**src/rtl/ack_sequence_controller.sv**
```systemverilog
// ---------------------------------------------------------------------------
// ack_sequence_controller
//
// Upstream sequencer for the interrupt acknowledge data path. It follows the
// INTA pulse train and poll reads and reports the phase on control_state
// (0 READY, 1 ACK1, 2 ACK2, 3 ACK3, 4 POLL). On the first INTA it latches the
// winning request and decides whether this device or a cascaded slave drives
// the vector bytes. It also issues the one-cycle pulses that the in-service
// logic uses to open and close an acknowledge sequence.
//
// Ports
//   clock, reset_n                 system clock / async active-low reset
//   interrupt_acknowledge_n        INTA pin, active low, asynchronous
//   read                           CPU read strobe, active high, asynchronous
//   poll_command                   1-cycle pulse: poll request written
//   write_initial_command_word_1   1-cycle pulse: ICW1 write, aborts a sequence
//   u8086_or_mcs80_config          0 = MCS-80 (3 INTA pulses), 1 = 8086 (2)
//   single_or_cascade_config       1 = single device, 0 = cascaded
//   cascade_slave                  1 = this device is a slave
//   cascade_device_config[7:0]     master: slave-present mask, slave: [2:0] ID
//   highest_level_in_request[7:0]  one-hot winning request (0 = none)
//   cascade_in[2:0]                CAS lines as seen by a slave
//   control_state[2:0]             current acknowledge phase
//   interrupt_when_ack1[7:0]       request captured on ACK1 entry
//   cascade_output_ack_2_3         this device drives the ACK2/ACK3 bytes
//   cascade_out[2:0], cascade_io   CAS ID driven by a master, and its enable
//   latch_in_service               pulse on ACK1 entry
//   end_of_acknowledge_sequence    pulse when the final INTA pulse ends
//   end_of_poll_command            pulse when the poll read completes
// ---------------------------------------------------------------------------
module ack_sequence_controller #(
    parameter int SYNC_STAGES = 2
) (
    input  logic       clock,
    input  logic       reset_n,
    input  logic       interrupt_acknowledge_n,
    input  logic       read,
    input  logic       poll_command,
    input  logic       write_initial_command_word_1,
    input  logic       u8086_or_mcs80_config,
    input  logic       single_or_cascade_config,
    input  logic       cascade_slave,
    input  logic [7:0] cascade_device_config,
    input  logic [7:0] highest_level_in_request,
    input  logic [2:0] cascade_in,
    output logic [2:0] control_state,
    output logic [7:0] interrupt_when_ack1,
    output logic       cascade_output_ack_2_3,
    output logic [2:0] cascade_out,
    output logic       cascade_io,
    output logic       latch_in_service,
    output logic       end_of_acknowledge_sequence,
    output logic       end_of_poll_command
);

    typedef enum logic [2:0] {
        ST_READY = 3'd0,
        ST_ACK1  = 3'd1,
        ST_ACK2  = 3'd2,
        ST_ACK3  = 3'd3,
        ST_POLL  = 3'd4
    } state_e;

    // -----------------------------------------------------------------------
    // Input synchronisers. The INTA chain resets to 1 (pin idle high) so that
    // leaving reset never looks like a falling edge.
    // -----------------------------------------------------------------------
    logic inta_sync;
    logic read_sync;

    generate
        if (SYNC_STAGES == 0) begin : g_no_sync
            assign inta_sync = interrupt_acknowledge_n;
            assign read_sync = read;
        end else begin : g_sync
            logic [SYNC_STAGES-1:0] inta_sync_q, inta_sync_d;
            logic [SYNC_STAGES-1:0] read_sync_q, read_sync_d;

            always_comb begin
                inta_sync_d    = inta_sync_q << 1;
                inta_sync_d[0] = interrupt_acknowledge_n;
                read_sync_d    = read_sync_q << 1;
                read_sync_d[0] = read;
            end

            // NOTE: sequential state is updated with non-blocking assignments so
            // every flop samples the pre-edge value of its neighbours.
            always_ff @(posedge clock or negedge reset_n) begin
                if (!reset_n) begin
                    inta_sync_q <= '1;
                    read_sync_q <= '0;
                end else begin
                    inta_sync_q <= inta_sync_d;
                    read_sync_q <= read_sync_d;
                end
            end

            assign inta_sync = inta_sync_q[SYNC_STAGES-1];
            assign read_sync = read_sync_q[SYNC_STAGES-1];
        end
    endgenerate

    // -----------------------------------------------------------------------
    // State and registered outputs
    // -----------------------------------------------------------------------
    state_e     state_q, state_d;
    logic       inta_hist_q, inta_hist_d;
    logic       read_hist_q, read_hist_d;
    logic [7:0] interrupt_when_ack1_q, interrupt_when_ack1_d;
    logic       ack_2_3_q, ack_2_3_d;
    logic [2:0] cascade_out_q, cascade_out_d;
    logic       cascade_io_q, cascade_io_d;
    logic       latch_in_service_q, latch_in_service_d;
    logic       end_of_ack_q, end_of_ack_d;
    logic       end_of_poll_q, end_of_poll_d;

    // Edges are the synchronised value differing from last cycle's value.
    logic inta_fall, inta_rise, read_fall;
    assign inta_fall = inta_hist_q & ~inta_sync;
    assign inta_rise = ~inta_hist_q & inta_sync;
    assign read_fall = read_hist_q & ~read_sync;

    // Only edges that actually move the FSM take part in the priority order;
    // an edge the current state ignores does not block a lower-priority event.
    logic inta_fall_acts, inta_rise_acts, read_fall_acts, poll_acts;
    assign inta_fall_acts = inta_fall &&
                            ((state_q inside {ST_READY, ST_POLL, ST_ACK1}) ||
                             (state_q == ST_ACK2 && !u8086_or_mcs80_config));
    assign inta_rise_acts = inta_rise &&
                            ((state_q == ST_ACK2 && u8086_or_mcs80_config) ||
                             (state_q == ST_ACK3));
    assign read_fall_acts = read_fall && (state_q == ST_POLL);
    assign poll_acts      = poll_command && (state_q == ST_READY);

    // Binary index of the one-hot request (lowest set bit if several).
    logic [2:0] request_index;
    always_comb begin
        request_index = 3'd0;
        for (int i = 7; i >= 0; i--) begin
            if (highest_level_in_request[i]) request_index = 3'(i);
        end
    end

    // NOTE: every signal gets a default before any branch, so no path through
    // this block can leave a value unassigned and infer a latch.
    always_comb begin
        state_d               = state_q;
        inta_hist_d           = inta_sync;
        read_hist_d           = read_sync;
        interrupt_when_ack1_d = interrupt_when_ack1_q;
        ack_2_3_d             = ack_2_3_q;
        cascade_out_d         = cascade_out_q;
        cascade_io_d          = cascade_io_q;
        latch_in_service_d    = 1'b0;
        end_of_ack_d          = 1'b0;
        end_of_poll_d         = 1'b0;

        if (write_initial_command_word_1) begin
            // Abort: back to idle silently, no end-of-sequence pulse.
            state_d       = ST_READY;
            ack_2_3_d     = 1'b0;
            cascade_io_d  = 1'b0;
            cascade_out_d = 3'd0;
        end else if (inta_fall_acts) begin
            case (state_q)
                ST_READY, ST_POLL: begin
                    state_d               = ST_ACK1;
                    interrupt_when_ack1_d = highest_level_in_request;
                    latch_in_service_d    = 1'b1;
                    if (cascade_slave) begin
                        // A cascaded slave learns ownership only from CAS at
                        // the second INTA; a single-mode slave owns the bus.
                        ack_2_3_d     = single_or_cascade_config;
                        cascade_io_d  = 1'b0;
                        cascade_out_d = 3'd0;
                    end else if (single_or_cascade_config ||
                                 ((highest_level_in_request & cascade_device_config) == 8'h00)) begin
                        // No slave behind the winning IR: master answers itself.
                        ack_2_3_d     = 1'b1;
                        cascade_io_d  = 1'b0;
                        cascade_out_d = 3'd0;
                    end else begin
                        // Hand the vector bytes to the slave on that IR.
                        ack_2_3_d     = 1'b0;
                        cascade_io_d  = 1'b1;
                        cascade_out_d = request_index;
                    end
                end
                ST_ACK1: begin
                    state_d = ST_ACK2;
                    if (cascade_slave && !single_or_cascade_config) begin
                        ack_2_3_d = (cascade_in == cascade_device_config[2:0]);
                    end
                end
                ST_ACK2: state_d = ST_ACK3;
                default: state_d = state_q;
            endcase
        end else if (inta_rise_acts) begin
            state_d       = ST_READY;
            end_of_ack_d  = 1'b1;
            ack_2_3_d     = 1'b0;
            cascade_io_d  = 1'b0;
            cascade_out_d = 3'd0;
        end else if (read_fall_acts) begin
            state_d       = ST_READY;
            end_of_poll_d = 1'b1;
            ack_2_3_d     = 1'b0;
            cascade_io_d  = 1'b0;
            cascade_out_d = 3'd0;
        end else if (poll_acts) begin
            state_d = ST_POLL;
        end
    end

    always_ff @(posedge clock or negedge reset_n) begin
        if (!reset_n) begin
            state_q               <= ST_READY;
            inta_hist_q           <= 1'b1;
            read_hist_q           <= 1'b0;
            interrupt_when_ack1_q <= 8'h00;
            ack_2_3_q             <= 1'b0;
            cascade_out_q         <= 3'd0;
            cascade_io_q          <= 1'b0;
            latch_in_service_q    <= 1'b0;
            end_of_ack_q          <= 1'b0;
            end_of_poll_q         <= 1'b0;
        end else begin
            state_q               <= state_d;
            inta_hist_q           <= inta_hist_d;
            read_hist_q           <= read_hist_d;
            interrupt_when_ack1_q <= interrupt_when_ack1_d;
            ack_2_3_q             <= ack_2_3_d;
            cascade_out_q         <= cascade_out_d;
            cascade_io_q          <= cascade_io_d;
            latch_in_service_q    <= latch_in_service_d;
            end_of_ack_q          <= end_of_ack_d;
            end_of_poll_q         <= end_of_poll_d;
        end
    end

    assign control_state               = state_q;
    assign interrupt_when_ack1         = interrupt_when_ack1_q;
    assign cascade_output_ack_2_3      = ack_2_3_q;
    assign cascade_out                 = cascade_out_q;
    assign cascade_io                  = cascade_io_q;
    assign latch_in_service            = latch_in_service_q;
    assign end_of_acknowledge_sequence = end_of_ack_q;
    assign end_of_poll_command         = end_of_poll_q;

endmodule

```
**config.mk**
```make
export PLATFORM = sky130hd
export DESIGN_NAME = ack_sequence_controller
export DESIGN_NICKNAME = d
export VERILOG_FILES = /design/src/rtl/ack_sequence_controller.sv
export SDC_FILE = /design/constraint.sdc
export NUM_CORES = 1
export LEC_CHECK = 0
export ABC_CLOCK_PERIOD_IN_PS = 1400
export CORE_MARGIN = 1.5
export CORE_UTILIZATION = 39
export CTS_CLUSTER_SIZE = 20
export DETAILED_ROUTE_END_ITERATION = 8
export PLACE_DENSITY = 0.75
export SLEW_MARGIN = 20
export SYNTH_ARGS = -nofsm -noshare
export SYNTH_HDL_FRONTEND = slang
export SYNTH_SLANG_ARGS = --single-unit
```
**constraint.sdc**
```tcl
create_clock -name clock -period 1.4 [get_ports clock]
set_input_delay 0.28 -clock clock [delete_from_list [all_inputs] [get_ports clock]]
set_output_delay 0.28 -clock clock [all_outputs]
set_load 0.02 [all_outputs]
```
==> results of run 1 <==
==> flip-flops by register name, indices dropped and copies added, names as in the netlist, 2 cells and up <==
| signal | flops |
|---|---|
| g_sync.read_sync_q | 2 |
| control_state | 3 |
| interrupt_when_ack1 | 8 |
| g_sync.inta_sync_q | 2 |
| cascade_out | 3 |
==> where the power goes <==
group / switching (W) / internal, W
Sequential: 0.0000532 / 0.000792
Clock: 0.000231 / 0.000109
Combinational: 0.000316 / 0.000324
Total: 0.000600 / 0.00123
==> critical path, stage by stage (launching register included) <==
cell      delay (ps)
dfrtp_2          490
buf_6            140
o21ai_4          140
nand3_4          110
nor2_4           150
nand4b_4         150
o41ai_4          320
==> stage by stage <==
step | std cells | setup TNS, ps | util | setup slack (ps)
2_1_floorplan | 122 | -1380 | - | -154
3_3_place_gp | 233 | -4180 | 0.632 | -373
3_5_place_dp | 233 | -4860 | 0.632 | -542
4_1_cts | 249 | -2270 | 0.713 | -200
5_1_grt | 257 | -3580 | 0.757 | -266
6_report | 257 | -2630 | 0.757 | -203
==> path summary, 6_finish.rpt <==
| kind | from | endpoint | slack, ps | cells after the start |
|---|---|---|---|---|
| max in group asynchronous | reset_n | inta_hist_q$_DFF_PN1_ | 890 | 2 |
| hold / removal | reset_n | control_state[2]$_DFFE_PN0P_ | 290 | 2 |
| setup reg to reg | control_state[0]$_DFFE_PN0P_ | cascade_out[1]$_DFFE_PN0P_ | -200 | 6 |
| setup / recovery | control_state[0]$_DFFE_PN0P_ | cascade_out[1]$_DFFE_PN0P_ | -200 | 6 |
| hold reg to reg | g_sync.inta_sync_q[0]$_DFF_PN1_ | g_sync.inta_sync_q[1]$_DFF_PN1_ | 370 | 0 |
| min in group clock | interrupt_acknowledge_n | g_sync.inta_sync_q[0]$_DFF_PN1_ | 340 | 1 |
==> what timing repair did <==
item | CTS | global route
hold buffers | 0 | 0
resized for setup | 66 | 23
pin swaps | 29 | 12
setup buffers | 11 | 8
setup endpoints to repair | 35 | 22
gates cloned | 1 | 0
==> final cells by class <==
type                       count  area [um2]  area share
clock buffer                   3        22.5     0.00974
timing repair buffer          91         822       0.356
multi-input combinational     89         752       0.325
tap                           44        55.1      0.0238
sequential                    25         633       0.274
clock inverter                 1        7.51     0.00325
inverter                       4        20.0     0.00866
==> cell usage in the layout (no fill, tap or decap), types with 2 or more instances in the layout <==
cell type        count
nor3_2               2
a21oi_1              5
nand2b_4             3
dfrtp_1             19
dfstp_2              3
clkdlybuf4s15_1      3
or3_4                3
a22oi_1              2
o21ai_2              2
inv_1                3
xnor2_1              3
dlygate4sd2_1       16
dfrtp_2              3
nor2_1               8
clkdlybuf4s50_1     24
nand2_1             13
o21ai_4              2
buf_6               11
clkbuf_4             3
nand3b_1             2
buf_4               35
nand2_2             12
o21ai_1              3
==> metal layers <==
metal / GRT usage / up-vias / part of all wire
met5: 0 / - / 0
li1: - / 614 / -
met1: 0.283 / 655 / 0.39
met2: 0.469 / 58 / 0.54
met3: 0.0349 / 12 / 0.045
met4: 0.102 / 0 / 0.025
==> cells by family (layout without fill, tap and decap cells) <==
group / count (synthesis) / count (layout) / share of synthesized area
compound gates: 31 / 31 / 0.192
xor+xnor: 3 / 3 / 0.0211
buf+inv: 9 / 99 / 0.0472
flops: 25 / 25 / 0.505
simple gates: 54 / 55 / 0.235
==> results.toml, run 1 <==
[outcome]
outcome = "finished, violations left"
violations = "setup timing"

[global_routing]
grt_pass1_vias = 1450
grtUsageTotal = 0.251
grt_antenna_before_repair = 0
gr-total-overflow = 0
grt_pass1_wl_um = 6620
grt_max_degree = 26

[pwr]
p_total_w = 0.00183
power_leakage_nw = 1.06
max-vdd-ir-drop_uv = 558
power_per_cell_area_mw_per_mm2 = 790

[min_path]
hold_path.class = "primary input to async pin"

[timing]
setup_viol = 16
clock_skew_ps = 8.46
min_period_ps = 1600
fin_crit_sh = 1.15
layout_setup_ws_ps = -203
slew_viol_final = 0
relSlewSlack = 0.709
max_freq_mhz = 624
hold_viol_final = 0
fin_hold_ws_ps = 287
worstMarginPinSlew_ps = 431
grt_setup_unrepaired = "true"

[logic_synthesis]
seq_area_frac_synth = 0.505
synthTopCellsByCount = "nand2_1, dfrtp_1, nor2_1"
netlist_top_cells_area = "dfrtp_1, nand2_1, dfstp_2"
avgSynthCellArea_um2 = 10.2
synthMostInstantiatedCell = "nand2_1"
yosysWarnings = 0
ys_ff_latch = 25
netlist.area_leader.share = 0.442
synthFlopType = "dfrtp_1"
synthArstFlopShare = 1.00
syn_area_mm2 = 0.00125
syn_inst = 122
synth_edf_count = 0
syn_nets = 150
ys_types = 44
yosysTopAreaCell = "dfrtp_1"

[detailed_routing]
dr.pass1.iters = 6
drt-total-wl_um = 4260
detail_route.wl_per_cell_um = 16.6
drc_errors = 0
ant_nets = 0
dr.first_iter.drc_count = 56
vias_per_cell = 5.21
vias = 1339

[clocking]
cts_max_level = 1
cts_made_buffers = 3
clk_pin_slew_ps = 150
clockBufferDepth = 2
cts-root-buf = "clkbuf_4"
worstSkewPairLatency_ps = 320
clock_sinks = 25
cts_tree = "done"

[die]
ios = 47
die_h_um = 59.5
row_count = 20
die_w_um = 59.5
start_util = 0.408
dieArea_mm2 = 0.00354
fp.coreArea_mm2 = 0.00305

[placement]
dp_hpwl_um = 2750
io_buffers = 46
routabilityCongestion = 0.901
postPlaceCellArea_mm2 = 0.00193

[final_layout]
fin_area_mm2 = 0.00231
drive_gt1_frac = 0.469
diodes = 0
syn2layout_area_growth_pct = 85.5
fillers = 211
nets = 242

[worst_setup_path]
cp.required_ps = 1620
start_kind = "flop"
critPathMaxFanout = 5
setup.worst_path.end_class = "flop"
crit_type = "flop to flop"
worstPathArrival_ps = 1830

[job]
maxCapViolations = 0
Note: power is estimated with default switching activity, not from simulation.
==> run 2, diff against run 1 <==
- CORE_UTILIZATION: 39 -> 33
- HOLD_SLACK_MARGIN: not set -> 0.12
- PLACE_DENSITY: 0.75 -> 0.65
- SKIP_LAST_GASP: not set -> 1
==> run 2 against run 1 <==
Register-to-register slack better by 40 ps. Sequential share of layout area is 1.6 points higher. Maximum frequency is 2.3% higher. First-iteration DRC count is 3.6% higher. Sequential power hardly changed. Critical path depth is 1 lower. Clock skew is 4.4 ps lower. The run still ends with setup timing left. Design area is 5.6% lower. Clock-buffer cell count stayed put. Cell count is 1.2% lower. Core utilization is 16 points lower. Wire length is 15% lower.
==> results.toml, run 2 (same netlist as run 1, synthesis figures left out) <==
[timing]
clock_skew_ps = 4.08
max_freq_mhz = 638
setup_viol = 17
min_period_ps = 1570
grt_setup_unrepaired = "true"
fin_setup_tns_ps = -1520
worstMarginPinSlew_ps = 467
relSlewSlack = 0.685
layout_setup_ws_ps = -166
slew_viol_final = 0
fin_crit_sh = 1.12
hold_viol_final = 0

[detailed_routing]
dr.first_iter.drc_count = 58
drt-total-wl_um = 3620
vias = 1233
topRoutingLayerUsed = "met4"
m1WireLength_um = 1550
drc_errors = 0
dr.pass1.iters = 5
ant_nets = 0
route.met3.wl_um = 108
vias_per_cell = 4.85
wl_met2_um = 1900
detail_route.wl_per_cell_um = 14.2

[worst_setup_path]
critPathBufInv = 0
start_kind = "flop"
cp_cell_sequence = "and2b_2, nand3_4, nor2_4, nand4b_4, o41ai_2"
cp_top_family = "flip-flops"
crit_type = "flop to flop"
setup.worst_path.end_class = "flop"
cp.required_ps = 1560
critPathMaxFanout = 5
max_stage_delay_ps = 600
crit_slowest_cell = "dfstp_2"
worstPathArrival_ps = 1730

[die]
die_w_um = 64.5
dieArea_mm2 = 0.00415
ios = 47
die_h_um = 64.5
fp.coreArea_mm2 = 0.00363
start_util = 0.343
row_count = 22

[final_layout]
diodes = 0
fin_area_mm2 = 0.00218
nets = 235
final_cell_mix = "buf_4, clkdlybuf4s50_1, dlygate4sd2_1"
seqCellArea_um2 = 633
final_cells = 254
syn2layout_area_growth_pct = 75.1
fillers = 322
drive_gt1_frac = 0.413
largest_register_ffs = 8
multi_input_area_um2 = 687
layout_commonest_cell = "buf_4"

[placement]
pre_cts_ws_ps = -429
routabilityCongestion = 0.825
postPlaceCellArea_mm2 = 0.00194
place_inst = 238
dp_hpwl_um = 2550
io_buffers = 46

[global_routing]
grtUsageTotal = 0.176
grt_pass1_vias = 1219
grt_antenna_before_repair = 0
gr-total-overflow = 0
grt_pass1_wl_um = 5750
grt_max_degree = 26

[outcome]
outcome = "finished, violations left"
violations = "setup timing"

[clocking]
worstSkewPairLatency_ps = 270
clock_sinks = 25
clk_pin_slew_ps = 90
cts_made_buffers = 3
clockBufferDepth = 2
cts-root-buf = "clkbuf_8"
cts_max_level = 1
holdBufCountCts = 0
cts_tree = "done"

[pwr]
power_per_cell_area_mw_per_mm2 = 850
max-vdd-ir-drop_uv = 609
power_leakage_nw = 1.04

[job]
maxCapViolations = 0

[min_path]
hold_path.class = "primary input to async pin"
==> run 2: changes by cell type in the layout (fill, tap and decap cells not counted), moves of 2 or more <==
| cell | previous run | this run |
|---|---|---|
| nand2_2 | 12 | 9 |
| clkbuf_4 | 3 | 0 |
| clkbuf_8 | 0 | 3 |
| buf_6 | 11 | 3 |
| clkbuf_2 | 0 | 2 |
| clkdlybuf4s15_1 | 3 | 0 |
| dlygate4sd2_1 | 16 | 21 |
| nand2_1 | 13 | 16 |
==> run 2: what timing repair did <==
action	4_1_cts	5_1_grt
setup endpoints to repair	35	19
setup buffers	5	6
cloned	1	0
endpoints found under the hold margin	0	0
resized for setup	34	26
pin swaps	7	13
==> run 2: power by group <==
part	switching (W)	leakage [nW]	internal, W
Clock	0.000239	0.0217	0.000202
Sequential	0.0000496	0.313	0.000792
Combinational	0.000284	0.708	0.000287
Total	0.000573	1.04	0.00128
==> run 2: layout make-up <==
class,instances,area share
tap,48,0.0275
multi-input combinational,89,0.315
sequential,25,0.290
clock buffer,3,0.0189
timing repair buffer,84,0.336
clock inverter,1,0.00344
inverter,4,0.00917
==> run 2: worst paths after layout <==
| kind | startpoint | to | slack, ps | depth (start not counted) |
|---|---|---|---|---|
| hold / removal | reset_n | control_state[1]$_DFFE_PN0P_ | 360 | 2 |
| setup reg to reg | inta_hist_q$_DFF_PN1_ | cascade_out[2]$_DFFE_PN0P_ | -170 | 5 |
| min in group clock | g_sync.read_sync_q[0]$_DFF_PN0_ | g_sync.read_sync_q[1]$_DFF_PN0_ | 360 | 0 |
| setup / recovery | inta_hist_q$_DFF_PN1_ | cascade_out[2]$_DFFE_PN0P_ | -170 | 5 |
| hold reg to reg | g_sync.read_sync_q[0]$_DFF_PN0_ | g_sync.read_sync_q[1]$_DFF_PN0_ | 360 | 0 |
| max in group asynchronous | reset_n | inta_hist_q$_DFF_PN1_ | 810 | 2 |
==> run 2: metal layers <==
| metal | vias up | GRT usage |
|---|---|---|
| met5 | - | 0 |
| met3 | 4 | 0.0226 |
| met1 | 603 | 0.223 |
| met4 | 0 | 0.0479 |
| li1 | 606 | - |
| met2 | 20 | 0.316 |
==> run 2: worst reg2reg max path, delay by kind of cell (launching register included) <==
kind,cells,cell delay (ps)
AOI/OAI and AO/OA,1,310
DFF,1,600
and+or+nand+nor,4,550
==> run 2: through the flow <==
| step | utilization | hold slack, ps | power [W] |
|---|---|---|---|
| floorplan | - | -15.6 | 0.00108 |
| global placement | 0.534 | 333 | 0.00138 |
| detailed placement | 0.534 | 340 | 0.00139 |
| CTS | 0.566 | 363 | 0.00182 |
| global route | 0.601 | 359 | 0.00195 |
| finish | 0.601 | 358 | 0.00185 |
==> patch (settings of run 1) <==
Register the output `interrupt_when_ack1` once more; this adds one clock of latency there. The other outputs are not delayed to match.
--- a/src/rtl/ack_sequence_controller.sv
+++ b/src/rtl/ack_sequence_controller.sv
@@ -239,7 +239,9 @@
     end
 
     assign control_state               = state_q;
-    assign interrupt_when_ack1         = interrupt_when_ack1_q;
+    always_ff @(posedge clock) begin
+        interrupt_when_ack1 <= interrupt_when_ack1_q;
+    end
     assign cascade_output_ack_2_3      = ack_2_3_q;
     assign cascade_out                 = cascade_out_q;
     assign cascade_io                  = cascade_io_q;
Check against the original RTL: not equivalent (a bounded check fails within 4 cycles, from zero or initial values and one cycle with reset_n low).
==> patch against run 1 <==
- the run still ends with setup timing left
- hold slack worse by 40 ps
- count of clock-buffer cells in the layout is 2 higher
- sequential cell count up 8
- sequential power increased by 42%
- combinational power grew 36%
- wire length fell by 3.4%
- core utilization down 5.1 points
- die area rose by 8.9%
- cell area increased by 1.9%
- total power increased by 43%
- non-clock buffer count down 5
- area after synthesis increased by 9.3%
- worst setup slack worse by 230 ps
- largest power group unchanged
==> patch: results (changes against run 1) <==
Drt
  – DR WL/cell: 15.77 um (-4.9%)
  – Initial DRC count: 68 (+21%)
  – Drt pass-1 iters: 4 (-2)

Worst setup path
  – Arrival time worst endpoint: 2140 ps (+310 ps)
  – Crit path max fanout: 4 (-1)
  – Reg-to-reg endpoint: control_state[1]
  – Max stage delay on crit path: 560 ps (+70 ps)
  – Worst path top cell family by delay: compound AO/OA/AOI/OAI gates
  – Slowest-stage cell, CP: dfstp_2

Synth
  – Top post-synthesis cells by count: nand2_1 (25), dfrtp_1 (22), dfxtp_1 (8)
  – Sequential share of the synthesized area: 0.5794 (+0.07441)
  – Post-synthesis xor/xnor area fraction: 0.01928 (-0.001801)
  – Post-synth cell types: 42 (-4.5%)
  – Top post-synthesis cells by area: dfrtp_1 (40%), dfxtp_1 (12%), nand2_1 (6.9%), dfstp_2 (5.8%), a22oi_1 (2.8%)
  – Syn nets: 151 (+0.67%)
  – Compound-cell area share of the yosys netlist: 0.1469 (-0.04484)

Clocking
  – Worst skew pair latency: 360 ps (+40 ps)
  – H-tree depth: 2 (+1)
  – Clock transition at path regs: 130 ps (-20 ps)
  – CTS buffer count: 5 (+2)

Global route
  – First-pass GRT wire length: 6403 um (-3.2%)
  – Total GRT Usage: 0.2159 (-0.03532)
  – Vias in the first global route: 1,368 (-5.7%)
  – Met2 Track Usage GR: 0.3573 (-0.1121)
  – Met3 usage in global routing: 0.06159 (+0.02666)
  – GR Util met1: 0.2604 (-0.02293)

Finish
  – Fill count: 251 (+19%)
  – Share of cells above drive strength 1: 0.3767 (-0.09274)

Power and ir drop
  – Switching portion of total power: 0.3294 (+0.0006423)
  – Clock group: 534 uW (+57%)
  – Clock share of power: 0.205 (+0.019)
  – Maximum VDD drop: 0.5003 mV (-10%)
  – Leak Pwr: 0.001096 uW (+3.1%)

Timing
  – TNS Setup: -2107 ps (+520.1 ps)
  – Worst Skew: 25.16 ps (+16.70 ps)
  – Final WS setup: -432.7 ps (-229.5 ps)
  – Final setup viols: 10 (-6)
  – Tightest Pin Transition: 385.1 ps (-45.68 ps)

Outcome
  – Failing checks: setup timing
  – Status: finished with violations

Placement
  – Setup WS pre-CTS: -604.0 ps (-61.60 ps)
==> patch: cell count changes after synthesis, sizes merged, moves of 3 or more <==
cell,before,now
a22oi,2,5
nor2,9,4
a21oi,7,4
dfxtp,0,8
buf,5,2
nor3,3,6
nor4b,0,3
o41ai,3,0
==> patch: area by class of cell <==
class	count	area (um2)	area share
well taps	46	57.56	0.02442
clock inverters	3	17.52	0.007431
clock buffers	5	37.54	0.01592
inverters	4	17.52	0.007431
repair buffers	86	780.7	0.3312
multi-input cells	84	653.1	0.2771
flip-flops and latches	33	793.3	0.3365
==> patch: per-stage QoR <==
stage,cell area (um2),cells,hold slack [ps]
after floorplan,1379,123,-15.59
after global placement,2138,246,344.9
after detailed placement,2138,246,344.1
after CTS,2266,257,250.5
after global routing,2357,261,254.5
final,2357,261,247.2
==> patch: timing repair <==
item / CTS / global route
gates resized for setup: 43 / 16
hold buffers: 0 / 0
buffers inserted: 3 / 5
pin swaps: 4 / 6
endpoints found under the setup margin: 27 / 19
==> patch: worst max path at each step <==
stage	startpoint	end	depth (start not counted)
floorplan	control_state[1]	cascade_out[2]	6
global placement	u8086_or_mcs80_config	cascade_output_ack_2_3	7
detailed placement	highest_level_in_request[1]	cascade_out[2]	6
CTS	inta_hist_q	cascade_out[2]	6
global route	g_sync.inta_sync_q[1]	control_state[1]	6
finish	g_sync.inta_sync_q[1]	control_state[1]	6
==> patch: layer usage <==
metal / share of wire / wire (um)
met1: 0.41 / 1703
met2: 0.51 / 2106
met3: 0.046 / 191
met4: 0.027 / 112
met5: 0 / 0
==> patch: cell families (layout without fill, tap and decap cells) <==
kind of cell / after synthesis / after routing
XOR/XNOR: 3 / 3
AND/OR/NAND/NOR: 56 / 56
AO/OA/AOI/OAI: 25 / 25
buffers and inverters: 6 / 98
flip-flops: 33 / 33
